==> src/rtl/regbank_wb_ctrl_pkg.sv <==
// rtl/regbank_wb_ctrl_pkg.sv - shared widths, x0 index and writeback source encoding
package regbank_wb_ctrl_pkg;

   localparam int WB_ADDR_W    = 5;
   localparam int WB_DATA_W    = 32;
   localparam int WB_LSU_DEPTH = 2;
   localparam int X0_IDX       = 0;

   typedef enum logic [1:0] {
      SRC_IDLE = 2'd0,
      SRC_ALU  = 2'd1,
      SRC_LSU  = 2'd2
   } wb_src_e;

   function automatic int cnt_width(input int depth);
      return $clog2(depth) + 1;
   endfunction

endpackage

==> src/rtl/regbank_wb_ctrl_wb_fifo.sv <==
// rtl/regbank_wb_ctrl_wb_fifo.sv - small synchronous FIFO holding LSU {rd, data} results
module wb_fifo
   import regbank_wb_ctrl_pkg::*;
#(
   parameter int DW    = WB_ADDR_W + WB_DATA_W,
   parameter int DEPTH = WB_LSU_DEPTH
)(
   input  logic                        clk,
   input  logic                        rst,
   input  logic                        i_push,
   input  logic                        i_pop,
   input  logic [DW-1:0]               i_wdata,
   output logic [DW-1:0]               o_rdata,
   output logic                        o_full,
   output logic                        o_empty,
   output logic [cnt_width(DEPTH)-1:0] o_count
);

   localparam int PW = $clog2(DEPTH);
   localparam int CW = cnt_width(DEPTH);

   logic [DW-1:0] r_mem [DEPTH];
   logic [PW-1:0] r_wr_ptr;
   logic [PW-1:0] r_rd_ptr;
   logic [CW-1:0] r_count;
   logic          w_do_push;
   logic          w_do_pop;

   assign o_full    = (r_count == CW'(DEPTH));
   assign o_empty   = (r_count == '0);
   assign o_count   = r_count;
   assign o_rdata   = r_mem[r_rd_ptr];
   // a full FIFO refuses the push even when it is popping the same cycle
   assign w_do_push = i_push && !o_full;
   assign w_do_pop  = i_pop && !o_empty;

   always_ff @(posedge clk) begin
      if (w_do_push)
         r_mem[r_wr_ptr] <= i_wdata;
   end

   always_ff @(posedge clk or posedge rst) begin
      if (rst) begin
         r_wr_ptr <= '0;
         r_rd_ptr <= '0;
         r_count  <= '0;
      end else begin
         if (w_do_push)
            r_wr_ptr <= r_wr_ptr + PW'(1);
         if (w_do_pop)
            r_rd_ptr <= r_rd_ptr + PW'(1);
         case ({w_do_push, w_do_pop})
            2'b10:   r_count <= r_count + CW'(1);
            2'b01:   r_count <= r_count - CW'(1);
            default: r_count <= r_count;
         endcase
      end
   end

endmodule

==> src/rtl/regbank_wb_ctrl.sv <==
// rtl/regbank_wb_ctrl.sv - REGBank write-port driver (ALU/LSU merge, busy scoreboard; WB_BYPASS_EN adds forwarding)
module regbank_wb_ctrl
   import regbank_wb_ctrl_pkg::*;
#(
   parameter int WIDTH_ADDR_LENGTH = WB_ADDR_W,
   parameter int WIDTH_DATA_LENGTH = WB_DATA_W,
   parameter int LSU_DEPTH         = WB_LSU_DEPTH
)(
   input  logic                              clk,
   input  logic                              rst,
   input  logic                              issue_valid,
   input  logic [WIDTH_ADDR_LENGTH-1:0]      issue_rd,
   input  logic                              alu_valid,
   input  logic [WIDTH_ADDR_LENGTH-1:0]      alu_rd,
   input  logic [WIDTH_DATA_LENGTH-1:0]      alu_data,
   input  logic                              lsu_valid,
   output logic                              lsu_ready,
   input  logic [WIDTH_ADDR_LENGTH-1:0]      lsu_rd,
   input  logic [WIDTH_DATA_LENGTH-1:0]      lsu_data,
   output logic                              RegWEn,
   output logic [WIDTH_ADDR_LENGTH-1:0]      AddrD,
   output logic [WIDTH_DATA_LENGTH-1:0]      DataD,
   output logic [2**WIDTH_ADDR_LENGTH-1:0]   busy
`ifdef WB_BYPASS_EN
   ,
   input  logic [WIDTH_ADDR_LENGTH-1:0]      AddrA,
   input  logic [WIDTH_ADDR_LENGTH-1:0]      AddrB,
   output logic                              fwdA_hit,
   output logic                              fwdB_hit,
   output logic [WIDTH_DATA_LENGTH-1:0]      fwdA_data,
   output logic [WIDTH_DATA_LENGTH-1:0]      fwdB_data
`endif
);

   localparam int AW    = WIDTH_ADDR_LENGTH;
   localparam int DWD   = WIDTH_DATA_LENGTH;
   localparam int EW    = AW + DWD;
   localparam int NREG  = 2**AW;
   localparam int CNT_W = cnt_width(LSU_DEPTH);
   localparam logic [AW-1:0] X0 = AW'(X0_IDX);

   logic [EW-1:0]    w_fifo_rdata;
   logic             w_fifo_full;
   logic             w_fifo_empty;
   logic [CNT_W-1:0] w_fifo_count;
   logic             w_fifo_push;
   logic             w_fifo_pop;
   wb_src_e          w_src;
   logic [AW-1:0]    w_sel_rd;
   logic [DWD-1:0]   w_sel_data;
   logic [NREG-1:0]  w_busy_next;

   logic             r_wen;
   logic [AW-1:0]    r_addr;
   logic [DWD-1:0]   r_data;
   logic [NREG-1:0]  r_busy;

   assign lsu_ready   = (w_fifo_count < CNT_W'(LSU_DEPTH));
   assign w_fifo_push = lsu_valid && !w_fifo_full;
   assign w_fifo_pop  = (w_src == SRC_LSU);

   wb_fifo #(
      .DW    (EW),
      .DEPTH (LSU_DEPTH)
   ) u_wb_fifo (
      .clk     (clk),
      .rst     (rst),
      .i_push  (w_fifo_push),
      .i_pop   (w_fifo_pop),
      .i_wdata ({lsu_rd, lsu_data}),
      .o_rdata (w_fifo_rdata),
      .o_full  (w_fifo_full),
      .o_empty (w_fifo_empty),
      .o_count (w_fifo_count)
   );

   // ALU has no backpressure, so it always wins; the pipeline leaves gaps for the FIFO
   always_comb begin
      w_src      = SRC_IDLE;
      w_sel_rd   = alu_rd;
      w_sel_data = alu_data;
      if (alu_valid) begin
         w_src = SRC_ALU;
      end else if (!w_fifo_empty) begin
         w_src      = SRC_LSU;
         w_sel_rd   = w_fifo_rdata[EW-1:DWD];
         w_sel_data = w_fifo_rdata[DWD-1:0];
      end
   end

   always_ff @(posedge clk or posedge rst) begin
      if (rst) begin
         r_wen  <= 1'b0;
         r_addr <= '0;
         r_data <= '0;
      end else if (w_src != SRC_IDLE) begin
         r_wen  <= (w_sel_rd != X0);
         r_addr <= w_sel_rd;
         r_data <= w_sel_data;
      end else begin
         r_wen  <= 1'b0;
      end
   end

   // set after clear: a re-issue in the retire cycle belongs to a newer instruction
   always_comb begin
      w_busy_next = r_busy;
      if (r_wen)
         w_busy_next[r_addr] = 1'b0;
      if (issue_valid && (issue_rd != X0))
         w_busy_next[issue_rd] = 1'b1;
      w_busy_next[X0] = 1'b0;
   end

   always_ff @(posedge clk or posedge rst) begin
      if (rst)
         r_busy <= '0;
      else
         r_busy <= w_busy_next;
   end

   assign RegWEn = r_wen;
   assign AddrD  = r_addr;
   assign DataD  = r_data;
   assign busy   = r_busy;

`ifdef WB_BYPASS_EN
   assign fwdA_hit  = r_wen && (r_addr == AddrA) && (AddrA != X0);
   assign fwdB_hit  = r_wen && (r_addr == AddrB) && (AddrB != X0);
   assign fwdA_data = r_data;
   assign fwdB_data = r_data;
`endif

endmodule

==> config.mk <==
export PLATFORM = sky130hd
export DESIGN_NAME = regbank_wb_ctrl
export DESIGN_NICKNAME = d
export VERILOG_FILES = /design/src/rtl/regbank_wb_ctrl_pkg.sv /design/src/rtl/regbank_wb_ctrl_wb_fifo.sv /design/src/rtl/regbank_wb_ctrl.sv
export SDC_FILE = /design/constraint.sdc
export NUM_CORES = 1
export LEC_CHECK = 0
export ABC_AREA = 1
export BUFFER_PORTS_ARGS = -buffer_cell sky130_fd_sc_hd__buf_2
export CORE_MARGIN = 2
export CORE_UTILIZATION = 46
export CTS_BUF_LIST = sky130_fd_sc_hd__clkbuf_4
export CTS_CLUSTER_SIZE = 16
export DETAILED_ROUTE_END_ITERATION = 16
export MAX_ROUTING_LAYER = met4
export PLACE_DENSITY = 0.73
export SETUP_SLACK_MARGIN = 0.4
export SYNTH_ARGS = -nofsm -noshare
export SYNTH_HDL_FRONTEND = slang
export SYNTH_SLANG_ARGS = --single-unit
==> constraint.sdc <==
create_clock -name clk -period 3.7 [get_ports clk]
set_input_delay 0.37 -clock clk [delete_from_list [all_inputs] [get_ports clk]]
set_output_delay 0.37 -clock clk [all_outputs]
set_load 0.02 [all_outputs]
==> results.txt, run 1 <==
fmax - 0.452 GHz
initial antenna violation count - 2
Initial Utilization - 0.474
gr usage total - 0.232
first-pass GRT wire length - 22.3 mm
DIE WIDTH - 116 um
Overflow after GRT - 0
r2r startpoint - u_wb_fifo.o_count[1]
Post-synth top cells - nand2_1, o21ai_0, edfxtp_1
origin of the worst setup path - u_wb_fifo.o_count[1]
final core utilization - 0.611
Synth top area share - 0.387
synthesized area - 0.00574 mm2
worst slew margin relative to its limit - 0.243
Final setup viols - 0
Yosys reg bits - 147
worst hold stages - 3
static leakage - 3.27 nW
CTS tree - built
critical path class - reg2reg
Clock transition at path regs - 0.12 ns
Pint - 3.39 mW
dominant cell type by area after synthesis - edfxtp_1
clk root buf - clkbuf_4
top-count cell post-synth - nand2_1
full die area - 0.0134 mm2
Final ANT Viol Nets - 0
period utilization - 0.598
H-tree Lvls - 4
I/O Buffers - 153
gpl congestion - 0.872
part of the Yosys area used for sequential elements - 0.706
Clk Latency, worst-skew pair - 0.54 ns
clock skew - 0.0140 ns
Die Height - 116 um
synth top area cells - edfxtp_1, dfrtp_1, nand2_1
Sw Share - 0.397
hold path endpoint - DataD[8]
Critical Path Start Type - register
Worst Setup End Kind - register
syn nets - 591
Worst Hold Class - in2reg
area grow syn2layout - 28.9%
Gate Count Post-Synth - 506
Iter 0 DRT Violations - 316
Gate power share - 0.365
Distinct cells, synth - 25
NetSw - 2.23 mW
pin count of the biggest net entering global routing - 50
pwr dens - 761 mW/mm2
arrival time worst endpoint - 2.46 ns
Final nets - 794
slew at the pin closest to its max-slew limit - 1.13 ns
Fillers - 1,000
final critical-path required period - 2.21 ns
Residual DRC - 0
ys async rst share - 0.497
max-cap viol count - 0
CTS buffer count - 17
RSZ-0062 raised after global routing - false
num rows - 40
total number of vias - 4,579
number of synthesized flops with an enable pin - 74
DR WL/cell - 16.1 um
drt pass-1 iters - 5
status - finished, final reports clean
sequential share of power - 0.456
total clock sinks - 147
r2r worst-path depth - 4
vias per std cell - 5.14
final hold violation count - 0
Setup TNS - 0 ns
Mapped Avg Cell Area - 11.3 um2
clock share of power - 0.179
Hold Path Origin - alu_data[8]
Worst Path Max Fanout - 26
Top Ports - 155
vias in the first global route - 4,515
YS warnings - 0
Max VDD drop - 0.378 mV
final slew viol count - 0
top_reg_cell synth - edfxtp_1
total length of routed wires - 14.3 mm
detailed-placement wirelength estimate - 9.42 mm
Core ar. - 0.0121 mm2
layout cells sized above 1 - 0.270
Worst EP required - 3.95 ns
R2R Setup Slk - 1.49 ns
reg-to-reg endpoint - u_wb_fifo.r_mem[0][1]
Clock Tree Buf Depth - 2
[repair_timing]
item                      in CTS  in global routing
resized for setup              0                  0
setup buffers                  0                  0
hold buffers                  44                  0
hold endpoints to repair     128                  0
[cell type report]
cell class / count / area, um2 / share of cell area
clock inverter: 13 / 144 / 0.0195
timing repair buffer: 202 / 1240 / 0.168
clock buffer: 18 / 135 / 0.0183
antenna: 2 / 5.00 / 0.000677
multi-input combinational: 326 / 1550 / 0.210
tap: 168 / 210 / 0.0284
sequential: 147 / 4050 / 0.548
inverter: 15 / 57.6 / 0.00778
[power by group through the flow]
stage | logic (mW) | clock network, mW | registers, mW
2_1_floorplan | 0.893 | 0 | 2.97
3_3_place_gp | 1.96 | 0 | 2.57
3_5_place_dp | 2.02 | 0 | 2.59
4_1_cts | 2.06 | 1.03 | 2.56
5_1_grt | 2.28 | 1.10 | 2.62
6_report | 2.05 | 1.00 | 2.57
[cell usage in the layout (no fill, tap or decap), drive strengths merged]
| master | netlist | final |
|---|---|---|
| o21ai | 78 | 78 |
| bufinv | 0 | 3 |
| diode | 0 | 2 |
| clkinv | 0 | 11 |
| xnor2 | 1 | 1 |
| ha | 1 | 1 |
| inv | 15 | 14 |
| a21oi | 4 | 4 |
| dlygate4sd3 | 0 | 44 |
| buf | 14 | 158 |
| mux2i | 10 | 10 |
| o221a | 2 | 2 |
| clkbuf | 4 | 18 |
| nor2 | 8 | 8 |
| conb | 1 | 1 |
| nand2 | 164 | 164 |
| dfrtp | 73 | 73 |
| nand3 | 41 | 41 |
| xor2 | 3 | 3 |
| o211ai | 11 | 11 |
| o22ai | 1 | 1 |
| edfxtp | 74 | 74 |
| a31oi | 1 | 1 |
[layer usage]
metal	vias to the layer above	global-route usage	share of wire
met5	-	-	0
met4	0	0.0889	0.017
met3	22	0.0696	0.070
met2	215	0.383	0.50
met1	2184	0.269	0.41
li1	2158	-	-
[worst max path at each step]
stage	endpoint	slack [ns]
6_report	u_wb_fifo.r_mem[0][1]	1.49
4_1_cts	u_wb_fifo.r_mem[0][24]	1.47
2_1_floorplan	u_wb_fifo.r_mem[0][0]	0.90
5_1_grt	u_wb_fifo.r_mem[0][10]	1.34
3_3_place_gp	DataD[25]	1.47
3_5_place_dp	DataD[21]	1.33
[registers in the layout (all words and copies together) (netlist names)]
| register | count |
|---|---|
| u_wb_fifo.o_count | 2 |
| AddrD | 5 |
| busy | 31 |
| DataD | 32 |
| u_wb_fifo.r_wr_ptr | 1 |
| u_wb_fifo.r_mem | 74 |
| RegWEn | 1 |
| u_wb_fifo.r_rd_ptr | 1 |
[worst max-delay path, stage by stage, from the launching register on]
cell,delay (ns)
dfrtp_1,0.41
inv_1,0.11
o21ai_0,0.31
nor2_4,0.75
buf_4,0.34
[cells by family after synthesis]
family,count (synthesis),share of synthesized area
AOI/OAI and AO/OA,97,0.0920
xor gates and xnor gates,4,0.00611
adders and majority gates,1,0.00218
buffers and inverters,33,0.0266
DFF,147,0.706
muxes,10,0.0174
other,1,0.000654
and+or+nand+nor,213,0.149
[through the flow]
stage	total power, mW	instance area (um2)	std cells	worst slack, ns	hold WS [ns]
finish	5.63	7390	891	1.49	0.0583
global route	5.99	7390	891	1.34	0.00274
CTS	5.64	7390	889	1.47	0.00745
detailed placement	4.62	6670	814	1.33	0.469
global placement	4.54	6670	814	1.47	0.464
floorplan	3.86	5740	506	0.899	0.469
(Power assumes the default switching activity.)
==> run 2, diff against run 1 <==
- clock period: 3.7 -> 2.2 ns (I/O delays scaled with it)
==> results.txt, run 2 (synthesis results as in run 1) <==
static leakage - 3.42 nW (was 3.27 nW)
final slew viol count - 0 (unchanged)
Worst Hold Class - in2reg (unchanged)
Die Height - 116 um (unchanged)
Clock Tree Buf Depth - 2 (unchanged)
max reg flops - 74 (unchanged)
origin of the worst setup path - u_wb_fifo.o_count[0] (was u_wb_fifo.o_count[1])
gpl congestion - 0.858 (was 0.872)
r2r worst-path depth - 6 (was 4)
Worst EP required - 2.63 ns (was 3.95 ns)
Worst Setup End Kind - register (unchanged)
Final setup viols - 0 (unchanged)
Core ar. - 0.0121 mm2 (unchanged)
area grow syn2layout - 35.1% (was 28.9%)
dpl ws - 0.486 ns (was 1.33 ns)
final hold violation count - 0 (unchanged)
Fillers - 970 (was 1,000)
worst hold stages - 3 (unchanged)
Final nets - 829 (was 794)
Max VDD drop - 0.713 mV (was 0.378 mV)
vias per std cell - 5.20 (was 5.14)
num rows - 40 (unchanged)
CP cell instances - nor2_1 -> nor2_2 -> ha_1 -> a21oi_1 -> o21ai_0 -> xor2_1 (was inv_1 -> o21ai_0 -> nor2_4 -> buf_4)
post-CTS setup buffers - 0 (unchanged)
layout cells sized above 1 - 0.266 (was 0.270)
final cell count without fillers - 925 (was 891)
commonest non-fill, non-tap cells in the layout - nand2_1, buf_2, o21ai_0 (unchanged)
H-tree Lvls - 4 (unchanged)
status - finished, final reports clean (unchanged)
I/O Buffers - 153 (unchanged)
max-cap viol count - 0 (unchanged)
worst slew margin relative to its limit - 0.647 (was 0.243)
Top Ports - 155 (unchanged)
Slowest Stage Delay on Critical Path - 0.47 ns (was 0.75 ns)
drt pass-1 iters - 5 (unchanged)
multi-input logic area - 0.00156 mm2 (was 0.00155 mm2)
period utilization - 0.753 (was 0.598)
detailed-placement wirelength estimate - 9.46 mm (was 9.42 mm)
R2R Setup Slk - 0.54 ns (was 1.49 ns)
area occupied by registers - 0.00405 mm2 (unchanged)
Final ANT Viol Nets - 0 (unchanged)
RSZ-0062 raised after global routing - false (unchanged)
pin count of the biggest net entering global routing - 74 (was 50)
Clk Latency, worst-skew pair - 0.55 ns (was 0.54 ns)
total clock sinks - 147 (unchanged)
arrival time worst endpoint - 2.09 ns (was 2.46 ns)
DP Cell Count - 819 (was 814)
fin worst setup slack - 0.543 ns (was 1.49 ns)
Largest Register - u_wb_fifo.r_mem (unchanged)
slew at the pin closest to its max-slew limit - 0.529 ns (was 1.13 ns)
DR WL/cell - 16.4 um (was 16.1 um)
CTS buffer count - 17 (unchanged)
reg-to-reg endpoint - u_wb_fifo.o_count[1] (was u_wb_fifo.r_mem[0][1])
critical path class - reg2reg (unchanged)
CTS tree - built (unchanged)
first-pass GRT wire length - 23.9 mm (was 22.3 mm)
most common cell after layout, fill and taps aside - nand2_1 (unchanged)
Clock transition at path regs - 0.11 ns (was 0.12 ns)
Setup TNS - 0 ns (unchanged)
Initial Utilization - 0.474 (unchanged)
DIE WIDTH - 116 um (unchanged)
Fin Hold WS - 0.0391 ns (was 0.0583 ns)
initial antenna violation count - 0 (was 2)
Residual DRC - 0 (unchanged)
r2r startpoint - u_wb_fifo.o_count[0] (was u_wb_fifo.o_count[1])
Critical Path Start Type - register (unchanged)
total length of routed wires - 15.2 mm (was 14.3 mm)
Slowest cell on crit path - dfrtp_1 (was nor2_4)
clk root buf - clkbuf_4 (unchanged)
pwr dens - 1230 mW/mm2 (was 761 mW/mm2)
clock skew - 0.0157 ns (was 0.0140 ns)
final critical-path required period - 1.66 ns (was 2.21 ns)
total number of vias - 4,809 (was 4,579)
Iter 0 DRT Violations - 485 (was 316)
gr usage total - 0.247 (was 0.232)
Overflow after GRT - 0 (unchanged)
power consumption - 9.52 mW (was 5.63 mW)
fmax - 0.604 GHz (was 0.452 GHz)
full die area - 0.0134 mm2 (unchanged)
CP endpoint - u_wb_fifo.o_count[1] (was u_wb_fifo.r_mem[0][1])
vias in the first global route - 4,927 (was 4,515)
Worst Path Max Fanout - 6 (was 26)
run 2: changes by cell type in the layout (fill, tap and decap cells not counted), sizes merged:
cell / change
buf: +5
bufinv: -1
clkbuf: +1
clkinv: -2
clkinvlp: +2
diode: -1
dlygate4sd3: +30
run 2: routing by layer:
layer / global-route usage / vias to the layer above / share of wire
li1: - / 2234 / -
met1: 0.270 / 2306 / 0.39
met2: 0.421 / 229 / 0.51
met3: 0.0680 / 40 / 0.072
met4: 0.110 / 0 / 0.029
met5: - / - / 0
run 2: worst min-delay path by stage:
stage / startpoint / end / slack (ns)
2_1_floorplan: lsu_data[0] / u_wb_fifo.r_mem[0][0] / 0.32
5_1_grt: lsu_valid / u_wb_fifo.r_wr_ptr / 0.004
4_1_cts: lsu_valid / u_wb_fifo.r_wr_ptr / 0.001
6_report: alu_data[20] / DataD[20] / 0.04
3_3_place_gp: rst / DataD[22] / 0.36
3_5_place_dp: rst / DataD[22] / 0.37
run 2: worst max-delay path: cells and delay by family (launching register included):
| kind | cells | cell delay [ns] |
|---|---|---|
| compound gates | 2 | 0.24 |
| flops | 1 | 0.47 |
| xor+xnor | 1 | 0.15 |
| simple gates | 2 | 0.36 |
| fa+ha+maj | 1 | 0.33 |
run 2: per-stage QoR:
stage / util / cell area, um2
floorplan: - / 5760
global placement: 0.556 / 6740
detailed placement: 0.556 / 6740
CTS: 0.639 / 7740
global route: 0.640 / 7750
finish: 0.640 / 7750
run 2: timing repair:
action,4_1_cts,5_1_grt
hold endpoints to repair,184,0
setup endpoints to repair,0,28
resized for setup,0,2
hold buffers,74,0
run 2: power breakdown:
group	internal, mW	total, mW	switching [mW]
Clock	0.676	1.60	0.923
Combinational	1.16	3.59	2.42
Sequential	3.85	4.33	0.481
Total	5.69	9.52	3.82
run 2: layout make-up:
cell class                      instances  area share
Antenna cell                            1    0.000323
Clock buffer                           19      0.0184
Clock inverter                         12      0.0150
Inverter                               15     0.00775
Multi-Input combinational cell        326       0.201
Sequential cell                       147       0.522
Tap cell                              168      0.0271
Timing Repair Buffer                  237       0.208
==> run 3, diff against run 2 <==
- PLACE_DENSITY: 0.73 -> 0.76
- clock period: 2.2 -> 1.4 ns (I/O delays scaled with it)
==> results.txt, run 3 (synthesis results as in run 1) <==
Critical Path Start Type - register (unchanged)
pwr dens - 2130 mW/mm2 (was 1230 mW/mm2)
Hold Path Origin - issue_valid (was alu_data[20])
commonest non-fill, non-tap cells in the layout - nand2_1, buf_6, buf_2 (was nand2_1, buf_2, o21ai_0)
status - finished with violations (was finished, final reports clean)
r2r startpoint - u_wb_fifo.o_count[1] (was u_wb_fifo.o_count[0])
layout cells sized above 1 - 0.476 (was 0.266)
clock skew - 0.0317 ns (was 0.0157 ns)
most common cell after layout, fill and taps aside - nand2_1 (unchanged)
gpl congestion - 0.850 (was 0.858)
initial antenna violation count - 1 (was 0)
drt pass-1 iters - 5 (unchanged)
Residual DRC - 0 (unchanged)
Worst Path Max Fanout - 3 (was 6)
GR Util met1 - 0.330 (was 0.270)
area occupied by registers - 0.00406 mm2 (was 0.00405 mm2)
final critical-path required period - 1.57 ns (was 1.66 ns)
Clock transition at path regs - 0.13 ns (was 0.11 ns)
origin of the worst setup path - u_wb_fifo.o_count[1] (was u_wb_fifo.o_count[0])
detailed-placement wirelength estimate - 9.84 mm (was 9.46 mm)
Final setup viols - 108 (was 0)
Clk Latency, worst-skew pair - 0.58 ns (was 0.55 ns)
dpl ws - -0.0726 ns (was 0.486 ns)
Max VDD drop - 1.30 mV (was 0.713 mV)
NetSw - 8.82 mW (was 3.82 mW)
Worst EP required - 1.84 ns (was 2.63 ns)
Core ar. - 0.0121 mm2 (unchanged)
vias in the first global route - 5,527 (was 4,927)
H-tree Lvls - 4 (unchanged)
dpl cell area - 0.00697 mm2 (was 0.00674 mm2)
Die Height - 116 um (unchanged)
Sw Share - 0.416 (was 0.402)
most used routing layer - met2 (unchanged)
total number of vias - 5,702 (was 4,809)
final cell count without fillers - 1,013 (was 925)
gr usage total - 0.294 (was 0.247)
DR WL/cell - 22.3 um (was 16.4 um)
clock share of power - 0.131 (was 0.168)
DIE WIDTH - 116 um (unchanged)
grt met2 use - 0.515 (was 0.421)
max reg flops - 74 (unchanged)
Setup TNS - -4.88 ns (was 0 ns)
I/O Buffers - 153 (unchanged)
Overflow after GRT - 0 (unchanged)
post-route cell area - 0.00995 mm2 (was 0.00775 mm2)
arrival time worst endpoint - 2.01 ns (was 2.09 ns)
failing checks - setup timing
Iter 0 DRT Violations - 720 (was 485)
CTS buffer count - 17 (unchanged)
Initial Utilization - 0.474 (unchanged)
fin worst setup slack - -0.169 ns (was 0.543 ns)
RSZ-0062 raised after global routing - true (was false)
DP Cell Count - 825 (was 819)
Final ANT Viol Nets - 0 (unchanged)
Largest Register - u_wb_fifo.r_mem (unchanged)
Fillers - 565 (was 970)
Clock Tree Buf Depth - 2 (unchanged)
Gate power share - 0.527 (was 0.377)
final slew viol count - 0 (unchanged)
CTS tree - built (unchanged)
Worst Hold Class - in2reg (unchanged)
first-pass GRT wire length - 28.4 mm (was 23.9 mm)
clk root buf - clkbuf_4 (unchanged)
num rows - 40 (unchanged)
multi-input logic area - 0.00219 mm2 (was 0.00156 mm2)
total length of routed wires - 22.6 mm (was 15.2 mm)
power consumption - 21.2 mW (was 9.52 mW)
Top Ports - 155 (unchanged)
full die area - 0.0134 mm2 (unchanged)
vias per std cell - 5.63 (was 5.20)
Pint - 12.4 mW (was 5.69 mW)
total clock sinks - 147 (unchanged)
area grow syn2layout - 73.4% (was 35.1%)
Worst Setup End Kind - register (unchanged)
max-cap viol count - 0 (unchanged)
sequential share of power - 0.342 (was 0.455)
critical path class - reg2reg (unchanged)
Final nets - 916 (was 829)
fmax - 0.637 GHz (was 0.604 GHz)
static leakage - 4.41 nW (was 3.42 nW)
final hold violation count - 0 (unchanged)
period utilization - 1.12 (was 0.753)
met3 Resource Use GR - 0.0565 (was 0.0680)
pin count of the biggest net entering global routing - 74 (unchanged)
-- run 3: changes by cell type in the layout (fill, tap and decap cells not counted), sizes merged --
cell         change
clkinvlp         +2
clkinv           +2
buf             +76
clkbuf           +3
dlygate4sd3      +4
inv              +1
-- run 3: per-layer routing --
metal / wire length [um] / vias to the layer above
li1: - / 2409
met1: 7550 / 2756
met2: 11900 / 428
met3: 2000 / 109
met4: 1160 / 0
met5: 0 / -
-- run 3: worst max-delay path: stages, from the launching register on --
cell and delay [ns]:
dfrtp_1 0.43, buf_6 0.14, nor2_4 0.16, nor2_4 0.08, ha_4 0.22, a21oi_2 0.12, o21ai_1 0.13, xor2_1 0.17
-- run 3: power groups by stage --
stage	clock network (mW)	registers [mW]	logic, mW
4_1_cts	2.72	6.99	8.81
3_5_place_dp	0	7.04	6.03
5_1_grt	2.96	7.34	11.7
3_3_place_gp	0	6.94	5.84
2_1_floorplan	0	8.00	2.82
6_report	2.78	7.25	11.2
-- run 3: cell type report --
class | instances | share of cell area
antenna | 1 | 0.000252
clock buffer | 18 | 0.0136
clock inverter | 14 | 0.0153
inverter | 15 | 0.0135
multi-input combinational | 326 | 0.220
sequential | 147 | 0.408
tap | 168 | 0.0211
timing repair buffer | 321 | 0.301
timing repair inverter | 3 | 0.00767
-- run 3: repair_timing --
item	4_1_cts	5_1_grt
endpoints found under the setup margin	217	217
hold endpoints to repair	215	0
pin swaps	11	53
gates cloned	6	5
resized for setup	204	154
buffers inserted	32	34
hold buffers	78	0
-- run 3: through the flow --
| stage | utilization | hold slack [ns] |
|---|---|---|
| 2_1_floorplan | - | 0.239 |
| 3_3_place_gp | 0.575 | 0.276 |
| 3_5_place_dp | 0.575 | 0.287 |
| 4_1_cts | 0.747 | 0.0192 |
| 5_1_grt | 0.821 | 0.105 |
| 6_report | 0.821 | 0.108 |
-- run 3: path summary, 6_finish.rpt --
check	slack [ns]	depth (start not counted)	end
max	-0.17	7	u_wb_fifo.o_count[1]
min	0.11	3	busy[4]
max reg2reg	-0.17	7	u_wb_fifo.o_count[1]
min reg2reg	0.53	2	DataD[5]
max in group asynchronous	0.83	4	DataD[16]
min in group asynchronous	0.22	4	DataD[29]
